**src/rtl/melody_sequencer_pkg.sv**
```systemverilog
// Shared types and constants for the melody sequencer: FSM state encoding,
// note divider values for the Do/Re/Mi keys and ROM entry field widths.
package melody_sequencer_pkg;

  typedef enum logic [2:0] {
    S_IDLE = 3'd0,
    S_LOAD = 3'd1,
    S_PLAY = 3'd2,
    S_GAP  = 3'd3,
    S_DONE = 3'd4
  } state_e;

  localparam int NOTE_W = 20;
  localparam int BEAT_W = 4;
  localparam int CNT_W  = 32;

  localparam logic [NOTE_W-1:0] NOTE_DO   = 20'd76628;
  localparam logic [NOTE_W-1:0] NOTE_RE   = 20'd68259;
  localparam logic [NOTE_W-1:0] NOTE_MI   = 20'd60606;
  localparam logic [NOTE_W-1:0] NOTE_REST = 20'd0;

endpackage

```
**src/rtl/melody_sequencer_rom.sv**
```systemverilog
// Synchronous melody ROM: entry = {div, beats}, one cycle read latency.
// MELODY_ID picks the stored tune (0 = Do-Re jingle, 1 = empty, other = Do-Re-Mi tune).
module melody_rom
  import melody_sequencer_pkg::*;
#(
  parameter int DIV_W     = 20,
  parameter int AW        = 5,
  parameter int MELODY_ID = 2
) (
  input  logic                    clk,
  input  logic [AW-1:0]           addr_i,
  output logic [DIV_W+BEAT_W-1:0] data_o
);

  logic [DIV_W+BEAT_W-1:0] word;
  logic [DIV_W+BEAT_W-1:0] data_q;

  always_comb begin
    word = '0;
    if (MELODY_ID == 0) begin
      case (addr_i)
        AW'(0):  word = {DIV_W'(NOTE_DO), BEAT_W'(1)};
        AW'(1):  word = {DIV_W'(NOTE_RE), BEAT_W'(2)};
        default: word = '0;
      endcase
    end else if (MELODY_ID == 1) begin
      word = '0;
    end else begin
      case (addr_i)
        AW'(0):  word = {DIV_W'(NOTE_DO),   BEAT_W'(1)};
        AW'(1):  word = {DIV_W'(NOTE_RE),   BEAT_W'(1)};
        AW'(2):  word = {DIV_W'(NOTE_MI),   BEAT_W'(1)};
        AW'(3):  word = {DIV_W'(NOTE_REST), BEAT_W'(1)};
        AW'(4):  word = {DIV_W'(NOTE_MI),   BEAT_W'(2)};
        AW'(5):  word = {DIV_W'(NOTE_RE),   BEAT_W'(1)};
        AW'(6):  word = {DIV_W'(NOTE_DO),   BEAT_W'(2)};
        default: word = '0;
      endcase
    end
  end

  always_ff @(posedge clk) begin
    data_q <= word;
  end

  assign data_o = data_q;

endmodule

```
**src/rtl/melody_sequencer.sv**
```systemverilog
// Steps the melody ROM and drives note_div; a held Do/Re/Mi key overrides the tune
// and freezes its timing. Define MELODY_LOOP_EN to replay the melody continuously.
module melody_sequencer
  import melody_sequencer_pkg::*;
#(
  parameter int DIV_W          = 20,
  parameter int DEPTH          = 32,
  parameter int TICKS_PER_BEAT = 10_000_000,
  parameter int GAP_TICKS      = 400_000,
  parameter int MELODY_ID      = 2,
  localparam int AW            = (DEPTH > 1) ? $clog2(DEPTH) : 1
) (
  input  logic             clk,
  input  logic             rst,
  input  logic             start,
  input  logic             stop,
  input  logic             pause,
  input  logic             manual_req,
  input  logic [DIV_W-1:0] manual_div,
  output logic [DIV_W-1:0] note_div,
  output logic             busy,
  output logic             done,
  output logic [AW-1:0]    note_idx
);

  localparam logic [AW-1:0] LAST_IDX = AW'(DEPTH - 1);

  state_e               state_q, state_d;
  logic [AW-1:0]        idx_q, idx_d;
  logic [CNT_W-1:0]     cnt_q, cnt_d;
  logic [DIV_W-1:0]     seqDiv_q, seqDiv_d;
  logic [DIV_W-1:0]     noteDiv_q, noteDiv_d;
  logic                 done_q, done_d;

  logic [DIV_W+BEAT_W-1:0] romData;
  logic [DIV_W-1:0]        romDiv;
  logic [BEAT_W-1:0]       romBeats;
  logic [CNT_W-1:0]        loadCnt;
  logic                    holdSeq;
  logic                    isBusy;

  // The ROM is addressed with the next index so the entry is ready in LOAD.
  melody_rom #(
    .DIV_W     (DIV_W),
    .AW        (AW),
    .MELODY_ID (MELODY_ID)
  ) u_rom (
    .clk    (clk),
    .addr_i (idx_d),
    .data_o (romData)
  );

  assign {romDiv, romBeats} = romData;
  assign loadCnt = CNT_W'(romBeats) * CNT_W'(TICKS_PER_BEAT) - CNT_W'(GAP_TICKS) - CNT_W'(1);
  assign holdSeq = pause | manual_req;
  assign isBusy  = (state_q == S_LOAD) || (state_q == S_PLAY) || (state_q == S_GAP);

  always_comb begin
    state_d  = state_q;
    idx_d    = idx_q;
    cnt_d    = cnt_q;
    seqDiv_d = seqDiv_q;
    done_d   = 1'b0;
    unique case (state_q)
      S_IDLE: begin
        if (start) begin
          state_d = S_LOAD;
          idx_d   = '0;
        end
      end
      S_LOAD: begin
        if (!pause) begin
          if (romBeats == '0) begin
`ifdef MELODY_LOOP_EN
            // An end marker at entry 0 stops rather than spinning on an empty tune.
            if (idx_q == '0) begin
              state_d = S_DONE;
            end else begin
              state_d = S_LOAD;
              idx_d   = '0;
              done_d  = 1'b1;
            end
`else
            state_d = S_DONE;
`endif
          end else begin
            state_d  = S_PLAY;
            seqDiv_d = romDiv;
            cnt_d    = loadCnt;
          end
        end
      end
      S_PLAY: begin
        if (!holdSeq) begin
          if (cnt_q == '0) begin
            state_d = S_GAP;
            cnt_d   = CNT_W'(GAP_TICKS - 1);
          end else begin
            cnt_d = cnt_q - CNT_W'(1);
          end
        end
      end
      S_GAP: begin
        if (!holdSeq) begin
          if (cnt_q != '0) begin
            cnt_d = cnt_q - CNT_W'(1);
          end else if (idx_q == LAST_IDX) begin
`ifdef MELODY_LOOP_EN
            state_d = S_LOAD;
            idx_d   = '0;
            done_d  = 1'b1;
`else
            state_d = S_DONE;
`endif
          end else begin
            state_d = S_LOAD;
            idx_d   = idx_q + AW'(1);
          end
        end
      end
      S_DONE: state_d = S_IDLE;
      default: state_d = S_IDLE;
    endcase
    if (state_d == S_DONE) begin
      done_d = 1'b1;
    end
    if (stop) begin
      state_d = S_IDLE;
      done_d  = 1'b0;
    end
  end

  // Output arbitration: key first, then a paused tone is held, else the tune.
  always_comb begin
    noteDiv_d = '0;
    if (manual_req) begin
      noteDiv_d = manual_div;
    end else if (pause && isBusy && !stop) begin
      noteDiv_d = noteDiv_q;
    end else if (state_d == S_PLAY) begin
      noteDiv_d = seqDiv_d;
    end
  end

  always_ff @(posedge clk) begin
    if (rst) begin
      state_q   <= S_IDLE;
      idx_q     <= '0;
      cnt_q     <= '0;
      seqDiv_q  <= '0;
      noteDiv_q <= '0;
      done_q    <= 1'b0;
    end else begin
      state_q   <= state_d;
      idx_q     <= idx_d;
      cnt_q     <= cnt_d;
      seqDiv_q  <= seqDiv_d;
      noteDiv_q <= noteDiv_d;
      done_q    <= done_d;
    end
  end

  assign note_div = noteDiv_q;
  assign busy     = isBusy;
  assign done     = done_q;
  assign note_idx = idx_q;

endmodule

```
**config.mk**
```make
export PLATFORM = sky130hd
export DESIGN_NAME = melody_sequencer
export DESIGN_NICKNAME = d
export VERILOG_FILES = /design/src/rtl/melody_sequencer_pkg.sv /design/src/rtl/melody_sequencer_rom.sv /design/src/rtl/melody_sequencer.sv
export SDC_FILE = /design/constraint.sdc
export NUM_CORES = 1
export LEC_CHECK = 0
export BUFFER_PORTS_ARGS = -buffer_cell sky130_fd_sc_hd__buf_2
export CORE_UTILIZATION = 58
export DETAILED_ROUTE_END_ITERATION = 6
export PLACE_DENSITY_LB_ADDON = 0.1
export SETUP_SLACK_MARGIN = 0.2
export SYNTH_ARGS = -nofsm -noshare
export SYNTH_HDL_FRONTEND = slang
export SYNTH_HIERARCHICAL = 1
export SYNTH_SLANG_ARGS = --single-unit
```
**constraint.sdc**
```tcl
create_clock -name clk -period 4.9 [get_ports clk]
set_input_delay 0.245 -clock clk [delete_from_list [all_inputs] [get_ports clk]]
set_output_delay 0.245 -clock clk [all_outputs]
set_load 0.03 [all_outputs]
```
==> flow_summary.ini <==
[die]
die-area_um2 = 11500
start_util_pct = 59.4
std_cell_rows = 38
ioPinCount = 53
core_area_um2 = 10800
die-width_um = 107
die_h_um = 107

[layout]
finalInstanceArea_um2 = 6910
nets = 891
drive_above_1_share_pct = 12.6
area_delta_synth_final_pct = 7.31
antenna_cells = 0
fillCellCount = 991
utilization_pct = 63.7

[placement]
placedInstanceArea_um2 = 6690
port_buffers = 52
gp_congestion = 0.947
dpl.hpwl_um = 11700

[synth]
avgSynthCellArea_um2 = 7.85
synth_async_sr_flop_share_pct = 0
synthTopCellsByCount = 119 x nor2_1, 90 x dfxtp_1, 48 x nand2_1
netlist_instances = 820
ys_seq_area_share_pct = 28.0
synth.area.top_cells = dfxtp_1 28%, nor2_1 6.9%, ha_1 5.4%
synth_top_cell_area_share_pct = 28.0
synth.distinct_cells = 75
synth_top_area_cell = dfxtp_1
synth-seq-cells = 90
synth-edff-count = 0
netlist_area_um2 = 6440
synth_warnings = 6
yosysMostFrequentCell = nor2_1
ys.flop_type = dfxtp_1

[clocking]
clkSinkCount = 90
cts_tree = built
root_buffer = clkbuf_8
cts_setup_buffers = 0
postCtsHoldBufs = 0
cts_buffers = 9
clock_latency_ns = 0.38
clkSlewWorstSetupHoldPaths_ns = 0.11
htreeDepth = 3
cts_resized = 0
clock_path_buffers = 2

[grt]
overflow = 0
grt_antenna_before_repair = 0
grt_pass1_vias = 5496
grt_pass1_wl_um = 26600
grt_max_degree = 46
track_usage_pct = 28.6

[setup_path]
r2r-start = u_rom/data_o[1]$_DFF_P_
slowest_stage = dfxtp_1
r2r_slack_ns = 0.55
cp_cell_sequence = ha_1 > ha_1 > inv_1 > fa_1 > nand2b_1 > a21oi_1 > xor2_1 > xnor2_1 > and3b_1 > nand3_1 > a211oi_1 > nand4_2 > or3_4 > a311oi_2
path_common_cell = ha_1
slowest_delay_ns = 0.56
crit_fanout = 10
crit_buf_inv = 1
startpoint_type = register
end_kind = register
r2r_end = cnt_q[30]$_SDFFE_PP0P_
required_ns = 5.19
reg2reg_depth = 14
critical_path_class = reg2reg
cp_top_family = simple AND/OR/NAND/NOR gates
crit_arrival_ns = 4.64

[timing]
timing.setup.tns_ns = 0
clock_skew_ns = 0.0126
setup_viol_count_final = 0
relSlewSlack_pct = 41.9
worstMarginPinSlew_ns = 0.871
rsz0062_at_grt = false
hold_violations = 0
slew_viol_final = 0
whs_ns = 0.107
max_freq_mhz = 230
timing.final.crit_share_pct = 88.8
period_needed_ns = 4.35

[power]
p_leak_nw = 2.86
power.density_nw_per_um2 = 260
peakVddDrop_v = 0.000229
total_power_mw = 1.80

[min_path]
min_from = stop
min_to = state_q[2]$_SDFF_PP0_
hold_depth = 2
holdCritPathClass = in2reg

[drt]
avgRoutedWirePerCell_um = 16.4
drtIter0Drc = 466
avgViaCountPerCell = 6.18
vias = 6054
drt_first_pass_iters = 5
ant_nets = 0
drc = 0
routed_wl_um = 16100

[run]
maxCapViolCount = 0

[run_status]
status = finished, final reports clean
==> flip-flops by register name (all words and copies together) (netlist names) <==
signal / count
cnt_q: 32
note_div: 20
seqDiv_q: 20
u_rom/data_o: 9
note_idx: 5
state_q: 3
done: 1
==> power by group <==
part / total (mW) / internal (mW) / switching (mW)
registers: 0.764 / 0.750 / 0.0140
logic: 0.473 / 0.179 / 0.295
clock network: 0.561 / 0.250 / 0.311
total: 1.80 / 1.18 / 0.620
==> layer usage <==
metal  track usage [%]  vias to the layer above  part of all wire, %
met4              7.34                        0                  1.3
met1              40.5                     2841                   49
met2              44.7                      158                   45
li1                  -                     3036                    -
met3              5.15                       19                  5.1
met5                 0                        -                    0
==> worst max-delay path by stage <==
stage / startpoint / end / slack (ns) / cells after the start
after CTS: u_rom/data_o[1]$_DFF_P_ / cnt_q[30]$_SDFFE_PP0P_ / 0.58 / 14
final: u_rom/data_o[1]$_DFF_P_ / cnt_q[30]$_SDFFE_PP0P_ / 0.55 / 14
after global routing: u_rom/data_o[1]$_DFF_P_ / cnt_q[30]$_SDFFE_PP0P_ / 0.23 / 14
after global placement: u_rom/data_o[1]$_DFF_P_ / cnt_q[30]$_SDFFE_PP0P_ / 0.85 / 14
after detailed placement: u_rom/data_o[1]$_DFF_P_ / cnt_q[30]$_SDFFE_PP0P_ / 0.60 / 14
after floorplan: u_rom/data_o[0]$_DFF_P_ / cnt_q[30]$_SDFFE_PP0P_ / 0.87 / 15
==> area by class of cell <==
class | instances | area, um2 | share of cell area, %
clock buffer | 9 | 124 | 1.79
clock inverter | 7 | 92.6 | 1.34
sequential | 90 | 1800 | 26.1
inverter | 22 | 82.6 | 1.20
timing repair buffer | 66 | 365 | 5.29
multi-input combinational | 646 | 4270 | 61.8
tap | 140 | 175 | 2.54
==> cells in the final DEF (no fill, tap or decap), types with 8 or more instances in the layout <==
cell type	instances
nand2_1	48
a21oi_1	39
dfxtp_1	90
mux2i_1	26
nor3_1	24
a22oi_1	10
nand4_1	11
nand3_1	11
xor2_1	17
and2_1	8
nor4_1	15
xnor2_1	23
buf_4	14
o21ai_0	38
clkbuf_8	9
nor2b_1	12
or3_1	9
a2bb2oi_1	22
a21o_1	9
nor2_1	119
ha_1	28
or4_1	8
nand2b_1	12
inv_1	22
buf_2	52
a211oi_1	33
==> logic make-up after synthesis <==
group	Yosys count	synth area share, %
AND/OR/NAND/NOR	314	24.6
AO/OA/AOI/OAI	229	25.4
flip-flops	90	28.0
buffers and inverters	89	6.12
XOR/XNOR	41	5.79
adder cells (fa/ha/maj)	30	6.07
multiplexers	26	4.04
other	1	0.0583
==> worst register-to-register path, cell delays in order, from the launching register on <==
cell,delay [ns]
dfxtp_1,0.56
ha_1,0.24
ha_1,0.19
inv_1,0.06
fa_1,0.44
nand2b_1,0.22
a21oi_1,0.26
xor2_1,0.34
xnor2_1,0.23
and3b_1,0.23
nand3_1,0.15
a211oi_1,0.45
nand4_2,0.22
or3_4,0.40
a311oi_2,0.26
==> through the flow <==
step | instances | worst slack (ns)
5_1_grt | 980 | 0.230
2_1_floorplan | 825 | 0.870
3_5_place_dp | 964 | 0.603
6_report | 980 | 0.551
3_3_place_gp | 964 | 0.851
4_1_cts | 980 | 0.578
Note: power is estimated with default switching activity, not from simulation.
